===== config.mk =====
export PLATFORM = sky130hd
export DESIGN_NAME = imem_fetch_responder
export DESIGN_NICKNAME = d
export VERILOG_FILES = /design/src/rtl/imem_fetch_responder.sv
export SDC_FILE = /design/constraint.sdc
export NUM_CORES = 1
export LEC_CHECK = 0
export BUFFER_PORTS_ARGS = -buffer_cell sky130_fd_sc_hd__buf_2
export CAP_MARGIN = 20
export CORE_AREA = 2 2 175 108
export DETAILED_ROUTE_END_ITERATION = 6
export DIE_AREA = 0 0 177 110
export GPL_TIMING_DRIVEN = 1
export PLACE_DENSITY = 0.7
export SLEW_MARGIN = 20
export SYNTH_ARGS = -nofsm -noshare
export SYNTH_HDL_FRONTEND = slang
export SYNTH_SLANG_ARGS = --single-unit

===== constraint.sdc =====
create_clock -name clk -period 5.4 [get_ports clk]
set_input_delay 1.08 -clock clk [delete_from_list [all_inputs] [get_ports clk]]
set_output_delay 1.08 -clock clk [all_outputs]
set_load 0.01 [all_outputs]

===== src/rtl/imem_fetch_responder.sv =====
// imem_fetch_responder
// Memory-side responder for the IF-stage fetch port. Instructions are served
// combinationally from a one-doubleword buffer. On a miss the buffer is
// refilled from a 64-bit backing memory using a req/gnt handshake followed by
// rvalid, with at most one request outstanding.
//
// Optional feature macro: IFR_ALIGN_CHECK_EN
//   When defined, a fetch whose address has either of its two low bits set
//   raises fault in the same cycle. No instruction is returned and no refill
//   is started for that fetch.
//   When undefined, the two low address bits are ignored and fault is tied to 0.
//
// State table (refill FSM)
//   state  | meaning
//   IDLE   | no refill in flight; a miss latches the line address
//   REQ    | mem_req/mem_addr held stable until mem_gnt
//   WAIT   | request accepted; waiting for mem_rvalid to fill or discard
module imem_fetch_responder #(
    parameter int ADDR_W = 64,
    parameter int INST_W = 32
) (
    input  logic                clk,
    input  logic                rst,
    input  logic                inst_ena_i,
    input  logic [ADDR_W-1:0]   inst_addr_i,
    input  logic                inv_i,
    output logic [INST_W-1:0]   inst_o,
    output logic                inst_valid_o,
    output logic                fetch_stall_o,
    output logic                fault_o,
    output logic                mem_req_o,
    output logic [ADDR_W-1:0]   mem_addr_o,
    input  logic                mem_gnt_i,
    input  logic                mem_rvalid_i,
    input  logic [2*INST_W-1:0] mem_rdata_i
);

    typedef enum logic [1:0] {
        S_IDLE = 2'd0,
        S_REQ  = 2'd1,
        S_WAIT = 2'd2
    } state_t;

    localparam int TAG_W = ADDR_W - 3;

    state_t              state_q;
    logic                buf_valid_q;
    logic [TAG_W-1:0]    buf_tag_q;
    logic [2*INST_W-1:0] buf_data_q;
    logic [TAG_W-1:0]    req_tag_q;
    logic                kill_q;
    logic                mem_req_q;
    logic [ADDR_W-1:0]   mem_addr_q;

    logic [TAG_W-1:0]    fetch_tag_w;
    logic                misalign_w;
    logic                hit_w;
    logic                start_w;

    assign fetch_tag_w = inst_addr_i[ADDR_W-1:3];

`ifdef IFR_ALIGN_CHECK_EN
    assign misalign_w = inst_ena_i & (inst_addr_i[1:0] != 2'b00);
`else
    // The low two address bits carry no meaning without the alignment check.
    logic unused_addr_lsb_w;
    assign unused_addr_lsb_w = ^inst_addr_i[1:0];
    assign misalign_w        = 1'b0;
`endif

    // Hit detection and same-cycle fetch-port outputs. All outputs are forced
    // to their idle values while reset is held, whatever the fetch inputs are.
    always_comb begin
        hit_w = ~rst & inst_ena_i & buf_valid_q & (fetch_tag_w == buf_tag_q)
                & ~inv_i & ~misalign_w;
        start_w = inst_ena_i & ~hit_w & ~inv_i & ~misalign_w;
        inst_o = '0;
        if (hit_w) begin
            inst_o = inst_addr_i[2] ? buf_data_q[2*INST_W-1:INST_W]
                                    : buf_data_q[INST_W-1:0];
        end
        inst_valid_o  = hit_w;
        fetch_stall_o = ~rst & inst_ena_i & ~hit_w & ~misalign_w;
        fault_o       = ~rst & misalign_w;
    end

    assign mem_req_o  = mem_req_q;
    assign mem_addr_o = mem_addr_q;

    // Refill FSM, fetch buffer and the kill flag that discards a refill
    // invalidated while it was in flight.
    always_ff @(posedge clk) begin
        if (rst) begin
            state_q     <= S_IDLE;
            buf_valid_q <= 1'b0;
            buf_tag_q   <= '0;
            buf_data_q  <= '0;
            req_tag_q   <= '0;
            kill_q      <= 1'b0;
            mem_req_q   <= 1'b0;
            mem_addr_q  <= '0;
        end else begin
            if (inv_i) begin
                buf_valid_q <= 1'b0;
            end
            case (state_q)
                S_IDLE: begin
                    if (start_w) begin
                        state_q    <= S_REQ;
                        req_tag_q  <= fetch_tag_w;
                        mem_req_q  <= 1'b1;
                        mem_addr_q <= {fetch_tag_w, 3'b000};
                    end
                end
                S_REQ: begin
                    // The request is never withdrawn; inv only marks it dead.
                    if (inv_i) begin
                        kill_q <= 1'b1;
                    end
                    if (mem_gnt_i) begin
                        state_q   <= S_WAIT;
                        mem_req_q <= 1'b0;
                    end
                end
                S_WAIT: begin
                    if (mem_rvalid_i) begin
                        state_q <= S_IDLE;
                        kill_q  <= 1'b0;
                        if (~kill_q & ~inv_i) begin
                            buf_data_q  <= mem_rdata_i;
                            buf_tag_q   <= req_tag_q;
                            buf_valid_q <= 1'b1;
                        end
                    end else if (inv_i) begin
                        kill_q <= 1'b1;
                    end
                end
                default: begin
                    state_q   <= S_IDLE;
                    mem_req_q <= 1'b0;
                end
            endcase
        end
    end

endmodule


==> results.toml, run 1 <==
[hold_path]
min_to = "buf_data_q[6]$_SDFFE_PP0P_"
min_path_type = "reg -> reg"
hold_path_depth = 2
min_from = "buf_data_q[6]$_SDFFE_PP0P_"

[worst_setup_path]
crit_chain = "buf_2 -> xnor2_1 -> nand4_1 -> or4_1 -> nor4_2 -> nand3_1 -> buf_4 -> inv_1 -> nor3_1 -> buf_2"
r2r_cells = 8
startpoint_type = "primary input"
r2r_end = "req_tag_q[48]$_SDFFE_PP0P_"
path_max_fanout = 36
worst-setup-path-type = "in -> out"
r2r-start = "buf_tag_q[24]$_SDFFE_PP0P_"
r2r_setup_slack_ns = 2.25
crit_family = "simple AND/OR/NAND/NOR gates"
cpMaxStageDelayCell = "or4_1"
crit_top_cell = "buf_2"
end_kind = "output pin"
required_ns = 4.32
path_buf_inv = 4
cp.arrival_ns = 3.29
critical-path-max-stage-delay_ns = 0.56

[placed_design]
numPortBuffers = 227
dpl_cell_area_sq_um = 9106
dp.cells = 1348
dp_hpwl_um = 14650
dp_slack_ns = 1.013
gp_congestion = 0.8040

[global_route]
grt_overflow_total = 0
track_usage_pct = 20.86
grt_max_degree = 77
grt_first_pass_wirelength_um = 31530
antenna_found_initial = 1
grt_pass1_vias = 5984

[cts]
cts_setup_buffers = 0
cts_root_buf = "clkbuf_16"
cts.sinks = 191
ctsHoldBuffers = 0
clk_pin_slew_ns = 0.07
cts_tree = "done"
numCtsBuffers = 17
clock_latency_ns = 0.42
cts.htree.levels = 4
cts_resized = 0
cts_buffer_depth = 2

[cells_and_area]
area_delta_synth_final_pct = 21.86
drive_gt1_share_pct = 23.86
final_core_util_pct = 54.30
instances_no_fill = 1381
design_area_sq_um = 9682
finalNetCount = 1265

[timing]
fin_skew_ns = 0.01616
clock.fmax_mhz = 228.6
fin_setup_tns_ns = 0
hold_violations = 0
period_minus_slack_ns = 4.374
setup_viol = 0
worst_pin_slew_ns = 1.013
finalMaxSlewViolations = 0
timing.final.crit_share_pct = 81.01
setup_ws_ns = 1.026
timing.slew.headroom_pct = 32.46
grt_setup_unrepaired = "no"

[run_status]
status = "complete, no violations"

[route]
ant_nets = 0
routed_wl_um = 21030
viasPerCell = 4.887
first_iter_violations = 394
drtPass1Iterations = 4
drc = 0
num_vias = 6749
wl_per_cell_um = 15.22

[floorplan]
core_area_sq_um = 17830
initial_core_util_pct = 44.56
io_pins = 234
dieArea_sq_um = 19470
die_h_um = 110
die_x_um = 177
rows = 38

[logic_synthesis]
syn-cell-area_sq_um = 7945
synthCells = 937
synth_edf_count = 0
syn_avg_cell_area_sq_um = 8.479
synth_top_cell_area_share_pct = 48.13
yosysMostFrequentCell = "nand2_1"
ys_warn_count = 0
ys_top_cells_by_count = "nand2_1, dfxtp_1, a21oi_1, nor2_1, mux2i_1"
synth_ff_type = "dfxtp_1"
yosys.area.top_type = "dfxtp_1"
synth_cell_type_count = 29
async_flop_share_pct = 0
yosysSeqAreaShare_pct = 48.13
ys_seq_elements = 191
synth.area.top_cells = "dfxtp_1, nand2_1, mux2i_1"

[job]
drv_cap = 0

[pwr]
power_density_nw_per_um2 = 303.7
power.leakage_nw = 4.263
ir_worst_vdd_v = 0.0001582
## cell type report
cell class                 count  area [sq um]
fill                        1745          8148
sequential                   191          3824
multi-input combinational    678          3756
timing repair buffer         234          1207
clock buffer                  17         425.4
tap                          240         300.3
clock inverter                15         147.6
inverter                       5         18.77
antenna                        1         2.502
## sequential cells by signal, summed over array words and instances (netlist names)
| register | flops |
|---|---|
| mem_req_o | 1 |
| state_q | 2 |
| buf_valid_q | 1 |
| kill_q | 1 |
| buf_data_q | 64 |
| req_tag_q | 61 |
| buf_tag_q | 61 |
## layout by cell type, fill, tap and decap left out, types with 2 or more instances in the layout
cell type,instances
dfxtp_1,191
nor2_1,96
conb_1,4
nor2b_1,2
nor3_1,4
buf_2,226
nor4_1,7
nand4_1,9
a31oi_1,3
xnor2_1,36
clkinv_2,3
inv_1,5
nand2b_1,3
buf_4,6
clkinv_4,2
ha_1,4
nand2_1,254
inv_8,2
inv_6,5
xor2_1,25
clkbuf_16,17
clkinv_8,3
a21oi_1,128
mux2i_1,94
## metrics by stage
stage	total power, mW	hold WS, ns
after CTS	2.978	0.4557
after floorplan	1.652	0.4357
after global routing	3.057	0.4752
after detailed placement	1.762	0.4460
final	2.941	0.4541
after global placement	1.758	0.4415
## power by group
part	internal, mW	switching [mW]	leakage, nW	total, mW
Sequential	1.44	0.0225	1.55	1.46
Clock	0.615	0.597	0.285	1.21
Combinational	0.116	0.150	2.43	0.267
## routing by layer
| metal | part of all wire, % | global-route usage (%) |
|---|---|---|
| met5 | 0.062 | 0 |
| met4 | 0.45 | 4.604 |
| met3 | 6.6 | 5.590 |
| met2 | 42 | 30.63 |
| met1 | 51 | 30.47 |
## worst max path at each step
| stage | start | to | cells after the start |
|---|---|---|---|
| after detailed placement | inst_addr_i[41] | fetch_stall_o | 10 |
| after global placement | inst_addr_i[41] | fetch_stall_o | 10 |
| final | inst_addr_i[41] | fetch_stall_o | 10 |
| after global routing | inst_addr_i[41] | inst_o[28] | 9 |
| after floorplan | inst_addr_i[43] | inst_o[10] | 7 |
| after CTS | inst_addr_i[41] | fetch_stall_o | 10 |
## kinds of logic (layout without fill, tap and decap cells)
logic type               Yosys count  count (layout)  synth area share (%)
AO/OA/AOI/OAI                    133             133                 8.551
XOR/XNOR                          61              61                 6.724
adder cells (fa/ha/maj)            4               4                0.6299
buffers and inverters             71             271                 4.866
flip-flops                       191             191                 48.13
multiplexers                      94              94                 11.84
other                              1               5               0.04720
AND/OR/NAND/NOR                  382             382                 19.21
## worst reg2reg max path: stages (launching register included)
cell     delay, ns
dfxtp_1       0.33
xor2_1        0.16
nor4_1        0.62
nand4_1       0.16
nor4_1        0.41
a311o_2       0.59
buf_12        0.39
mux2i_1       0.31
nor2_1        0.06
No activity file was read; power rests on OpenSTA's default activity.
==> inputs of run 2 (changes only) <==
Settings changed: PLACE_DENSITY 0.7 to 0.73.
Clock period 5.4 ns to 3.85 ns, I/O delays scaled along.
==> run 2 against run 1 <==
Net effect: design area is 0.75% higher; combinational power grew 42%; first-iteration DRC count is 6.1% lower; critical path type unchanged; sequential share of layout area down 0.29 points.
==> results.toml, run 2 (synthesis gave the netlist of run 1 again) <==
[global_route]
grt-busiest-layer = "met2"
grt_overflow_total = 0
gr-usage-met1_pct = 30.88
grt_max_degree = 194
grt_first_pass_wirelength_um = 32630
track_usage_pct = 21.62
met3_usage_pct = 6.344
grt_use_met2_pct = 31.60
antenna_found_initial = 2
grt_pass1_vias = 6282

[timing]
hold_violations = 0
period_minus_slack_ns = 3.701
grt_setup_unrepaired = "no"
timing.slew.headroom_pct = 31.90
setup_viol = 0
fin_skew_ns = 0.01201
clock.fmax_mhz = 270.2
setup_ws_ns = 0.1488
fin_setup_tns_ns = 0
whs_ns = 0.4539
worst_pin_slew_ns = 1.022
finalMaxSlewViolations = 0
timing.final.crit_share_pct = 96.14

[route]
drtPass1Iterations = 5
drc = 0
routed_wl_um = 21190
wl_per_cell_um = 15.29
ant_nets = 0
first_iter_violations = 370
num_vias = 6827
viasPerCell = 4.926

[hold_path]
min_path_type = "reg -> reg"
min_from = "buf_data_q[7]$_SDFFE_PP0P_"
hold_path_depth = 2
min_to = "buf_data_q[7]$_SDFFE_PP0P_"

[worst_setup_path]
startpoint_type = "primary input"
r2r_end = "req_tag_q[6]$_SDFFE_PP0P_"
end_kind = "output pin"
required_ns = 3.08
r2r_cells = 9
cp.arrival_ns = 2.93
r2r-start = "buf_tag_q[7]$_SDFFE_PP0P_"
path_max_fanout = 36
worst-setup-path-type = "in -> out"
r2r_setup_slack_ns = 1.06

[cts]
clk_pin_slew_ns = 0.07
cts.htree.levels = 4
cts_tree = "done"
cts_buffer_depth = 2
numCtsBuffers = 17
clock_latency_ns = 0.42
cts.sinks = 191
cts_setup_buffers = 0
cts_root_buf = "clkbuf_16"

[floorplan]
core_area_sq_um = 17830
die_h_um = 110
die_x_um = 177
io_pins = 234
rows = 38
initial_core_util_pct = 44.56
dieArea_sq_um = 19470

[cells_and_area]
final_cell_mix = "nand2_1, buf_2, dfxtp_1, a21oi_1, nor2_1"
design_area_sq_um = 9754
fill_cells = 1702
largest_reg_flops = 64
area_delta_synth_final_pct = 22.77
layout_commonest_cell = "nand2_1"
reg_top3 = "buf_data_q (64), buf_tag_q (61), req_tag_q (61)"
instances_no_fill = 1386
finalNetCount = 1269
top_register = "buf_data_q"
drive_gt1_share_pct = 24.21
final_core_util_pct = 54.71

[placed_design]
numPortBuffers = 227
gp_congestion = 0.7886
dp.cells = 1352
dpl_cell_area_sq_um = 9161
dp_hpwl_um = 14680
dp_slack_ns = 0.06145

[pwr]
power_mw = 4.172
power_density_nw_per_um2 = 427.7
power.leakage_nw = 4.297
ir_worst_vdd_v = 0.0003137

[job]
drv_cap = 0

[run_status]
status = "complete, no violations"
==> run 2: how the worst max path moves through the flow <==
stage          slack, ns       endpoint  depth (start not counted)            start
2_1_floorplan       0.72     inst_o[10]                          7  inst_addr_i[43]
3_3_place_gp        0.08  fetch_stall_o                         11  inst_addr_i[10]
3_5_place_dp        0.06  fetch_stall_o                         11  inst_addr_i[10]
4_1_cts             0.05  fetch_stall_o                         11  inst_addr_i[10]
5_1_grt             0.04  fetch_stall_o                         11  inst_addr_i[10]
6_report            0.15  fetch_stall_o                         11  inst_addr_i[10]
==> run 2: layout make-up <==
class	count	area [sq um]	share of cell area, %
Sequential cell	191	3824	39.20
Multi-Input combinational cell	678	3762	38.57
Timing Repair Buffer	238	1262	12.94
Clock buffer	20	466.7	4.785
Tap cell	240	300.3	3.079
Clock inverter	12	115.1	1.180
Inverter	5	18.77	0.1924
Antenna cell	2	5.005	0.05131
==> run 2: worst max-delay path, stage by stage <==
cell and delay (ns):
buf_2 0.12, xor2_1 0.18, nor4_2 0.48, buf_4 0.19
nand4_1 0.07, nor4_1 0.40, nand3_1 0.19, buf_12 0.21
inv_1 0.08, nor3_1 0.04, buf_2 0.17
==> run 2: where the power goes <==
group	switching, mW	total [mW]	internal [mW]
Sequential	0.0317	2.05	2.02
Clock	0.832	1.74	0.911
Combinational	0.213	0.379	0.166
Total	1.08	4.17	3.10
==> run 2: repair_timing <==
item / 4_1_cts / 5_1_grt
hold buffers: 0 / 0
gates resized for setup: 0 / 1
hold endpoints to repair: 0 / 0
setup endpoints to repair: 0 / 23
==> run 2: routing by layer <==
metal  part of all wire [%]  vias up  routed length [um]
met2                     41      212                8713
li1                       -     3442                   -
met1                     50     3151               10500
met5                      0        -                   0
met4                    1.5        0                 327
met3                    7.8       22                1645
==> inputs of run 3 (changes only) <==
==> constraint.sdc (replaced) <==
create_clock -name clk -period 3.85 [get_ports clk]
set_input_delay 0.385 -clock clk [delete_from_list [all_inputs] [get_ports clk]]
set_output_delay 0.385 -clock clk [all_outputs]
set_load 0.01 [all_outputs]
==> run 3 against run 2 <==
Net effect: flip-flop and latch count did not move; cell count fell by 0.22%; combinational power barely moved; sequential power barely moved; worst setup slack improved by 0.48 ns; largest cell class unchanged; first-iteration DRC count rose by 7.6%; routed wire length barely moved; sequential share of layout area rose by 0.11 points; clock skew rose by 0.00061 ns; count of clock-buffer cells in the layout rose by 1; design area fell by 0.28%; register-to-register slack improved by 0.05 ns.
==> results.toml, run 3 (synthesis gave the netlist of run 1 again) <==
[global_route]
grt_overflow_total = 0
grt_first_pass_wirelength_um = 32540
grt_pass1_vias = 6293
track_usage_pct = 21.50
antenna_found_initial = 1
grt_max_degree = 84

[cells_and_area]
largest_reg_flops = 64
top_register = "buf_data_q"
instances_no_fill = 1383
reg_top3 = "buf_data_q (64), buf_tag_q (61), req_tag_q (61)"
layout_commonest_cell = "nand2_1"
final_cell_mix = "nand2_1, buf_2, dfxtp_1, a21oi_1, nor2_1"
area_delta_synth_final_pct = 22.43
finalNetCount = 1267
final_core_util_pct = 54.55
drive_gt1_share_pct = 23.75
design_area_sq_um = 9727
regArea_sq_um = 3824
fill_cells = 1716
multiInputGateArea_sq_um = 3756

[worst_setup_path]
crit_top_cell = "nor4_1"
crit_chain = "xor2_1 -> nor4_1 -> nand4_1 -> nor4_1 -> nand3_1 -> buf_4 -> nor2_1 -> buf_2"
end_kind = "output pin"
startpoint_type = "flop"
worst-setup-path-type = "reg -> out"
crit_family = "simple AND/OR/NAND/NOR gates"
path_buf_inv = 2
required_ns = 3.46
r2r_setup_slack_ns = 1.11
r2r_end = "req_tag_q[46]$_SDFFE_PP0P_"
r2r_cells = 8
cp.arrival_ns = 2.83
r2r-start = "buf_tag_q[42]$_SDFFE_PP0P_"
cpMaxStageDelayCell = "nor4_1"
critical-path-max-stage-delay_ns = 0.52
path_max_fanout = 36

[floorplan]
die_x_um = 177
die_h_um = 110
core_area_sq_um = 17830
io_pins = 234
rows = 38
dieArea_sq_um = 19470
initial_core_util_pct = 44.56

[pwr]
p_seq_share_pct = 48.8
clkPwrFrac_pct = 42.2
power_density_nw_per_um2 = 432.4
power.leakage_nw = 4.287
p_int_mw = 3.187
ir_worst_vdd_v = 0.0002942
switching_share_pct = 24.22
p_switching_mw = 1.019
p_comb_share_pct = 9.0

[run_status]
status = "complete, no violations"

[hold_path]
min_from = "mem_rdata_i[4]"
min_path_type = "in -> reg"
min_to = "buf_data_q[4]$_SDFFE_PP0P_"
hold_path_depth = 3

[placed_design]
numPortBuffers = 227
gp_congestion = 0.7989
dp.cells = 1350
dp_hpwl_um = 14840
dpl_cell_area_sq_um = 9134
dp_slack_ns = 0.9032

[timing]
worst_pin_slew_ns = 1.032
finalMaxSlewViolations = 0
setup_viol = 0
hold_violations = 0
grt_setup_unrepaired = "no"
timing.slew.headroom_pct = 31.20
fin_skew_ns = 0.01261
period_minus_slack_ns = 3.218
setup_ws_ns = 0.6320
timing.final.crit_share_pct = 83.59
fin_setup_tns_ns = 0
clock.fmax_mhz = 310.7

[route]
wl_per_cell_um = 15.33
drc = 0
ant_nets = 0
drtPass1Iterations = 5
routed_wl_um = 21200
first_iter_violations = 398
num_vias = 6829
viasPerCell = 4.938

[cts]
cts_buffer_depth = 2
numCtsBuffers = 17
clk_pin_slew_ns = 0.07
cts_tree = "done"
cts_root_buf = "clkbuf_16"
clock_latency_ns = 0.42
cts_setup_buffers = 0
cts.sinks = 191
ctsHoldBuffers = 0
cts_resized = 0
cts.htree.levels = 4

[job]
drv_cap = 0
-- run 3: cell type report --
type	instances	area share [%]
multi-input combinational	678	38.62
sequential	191	39.31
tap	240	3.087
clock buffer	21	4.734
inverter	5	0.1930
clock inverter	10	1.312
antenna	2	0.05145
timing repair buffer	236	12.70
-- run 3: worst max-delay path by stage --
| stage | start | end | slack [ns] | depth (start not counted) |
|---|---|---|---|---|
| finish | buf_tag_q[42]$_SDFFE_PP0P_ | inst_o[22] | 0.63 | 8 |
| global route | buf_tag_q[38]$_SDFFE_PP0P_ | inst_o[21] | 0.41 | 8 |
| floorplan | inst_addr_i[43] | inst_o[10] | 1.49 | 7 |
| global placement | inst_addr_i[10] | inst_o[22] | 0.92 | 9 |
| detailed placement | inst_addr_i[10] | inst_o[22] | 0.90 | 9 |
| CTS | buf_tag_q[38]$_SDFFE_PP0P_ | inst_o[22] | 0.64 | 8 |
-- run 3: metrics by stage --
| stage | hold slack [ns] | total power, mW |
|---|---|---|
| global route | 0.1794 | 4.377 |
| floorplan | 0.4357 | 2.317 |
| global placement | 0.4412 | 2.467 |
| detailed placement | 0.4456 | 2.473 |
| CTS | 0.1794 | 4.250 |
| finish | 0.1950 | 4.206 |
-- run 3: tightest hold or removal path, stage by stage --
cell,delay [ns]
buf_2,0.09
nand2_1,0.04
a21oi_1,0.05
-- run 3: power groups by stage --
stage               logic (mW)  registers [mW]  clock network [mW]
CTS                      0.378            2.05                1.82
floorplan                0.208            2.11                   0
finish                   0.377            2.05                1.78
detailed placement       0.376            2.10                   0
global route             0.409            2.06                1.91
global placement         0.373            2.09                   0
-- run 3: layer usage --
| layer | share of wire (%) | wire length (um) | GRT usage, % |
|---|---|---|---|
| met5 | 0.038 | 8 | 0 |
| met4 | 1.1 | 226 | 6.612 |
| met3 | 7.2 | 1529 | 5.796 |
| met2 | 42 | 8817 | 30.99 |
| met1 | 50 | 10620 | 31.14 |
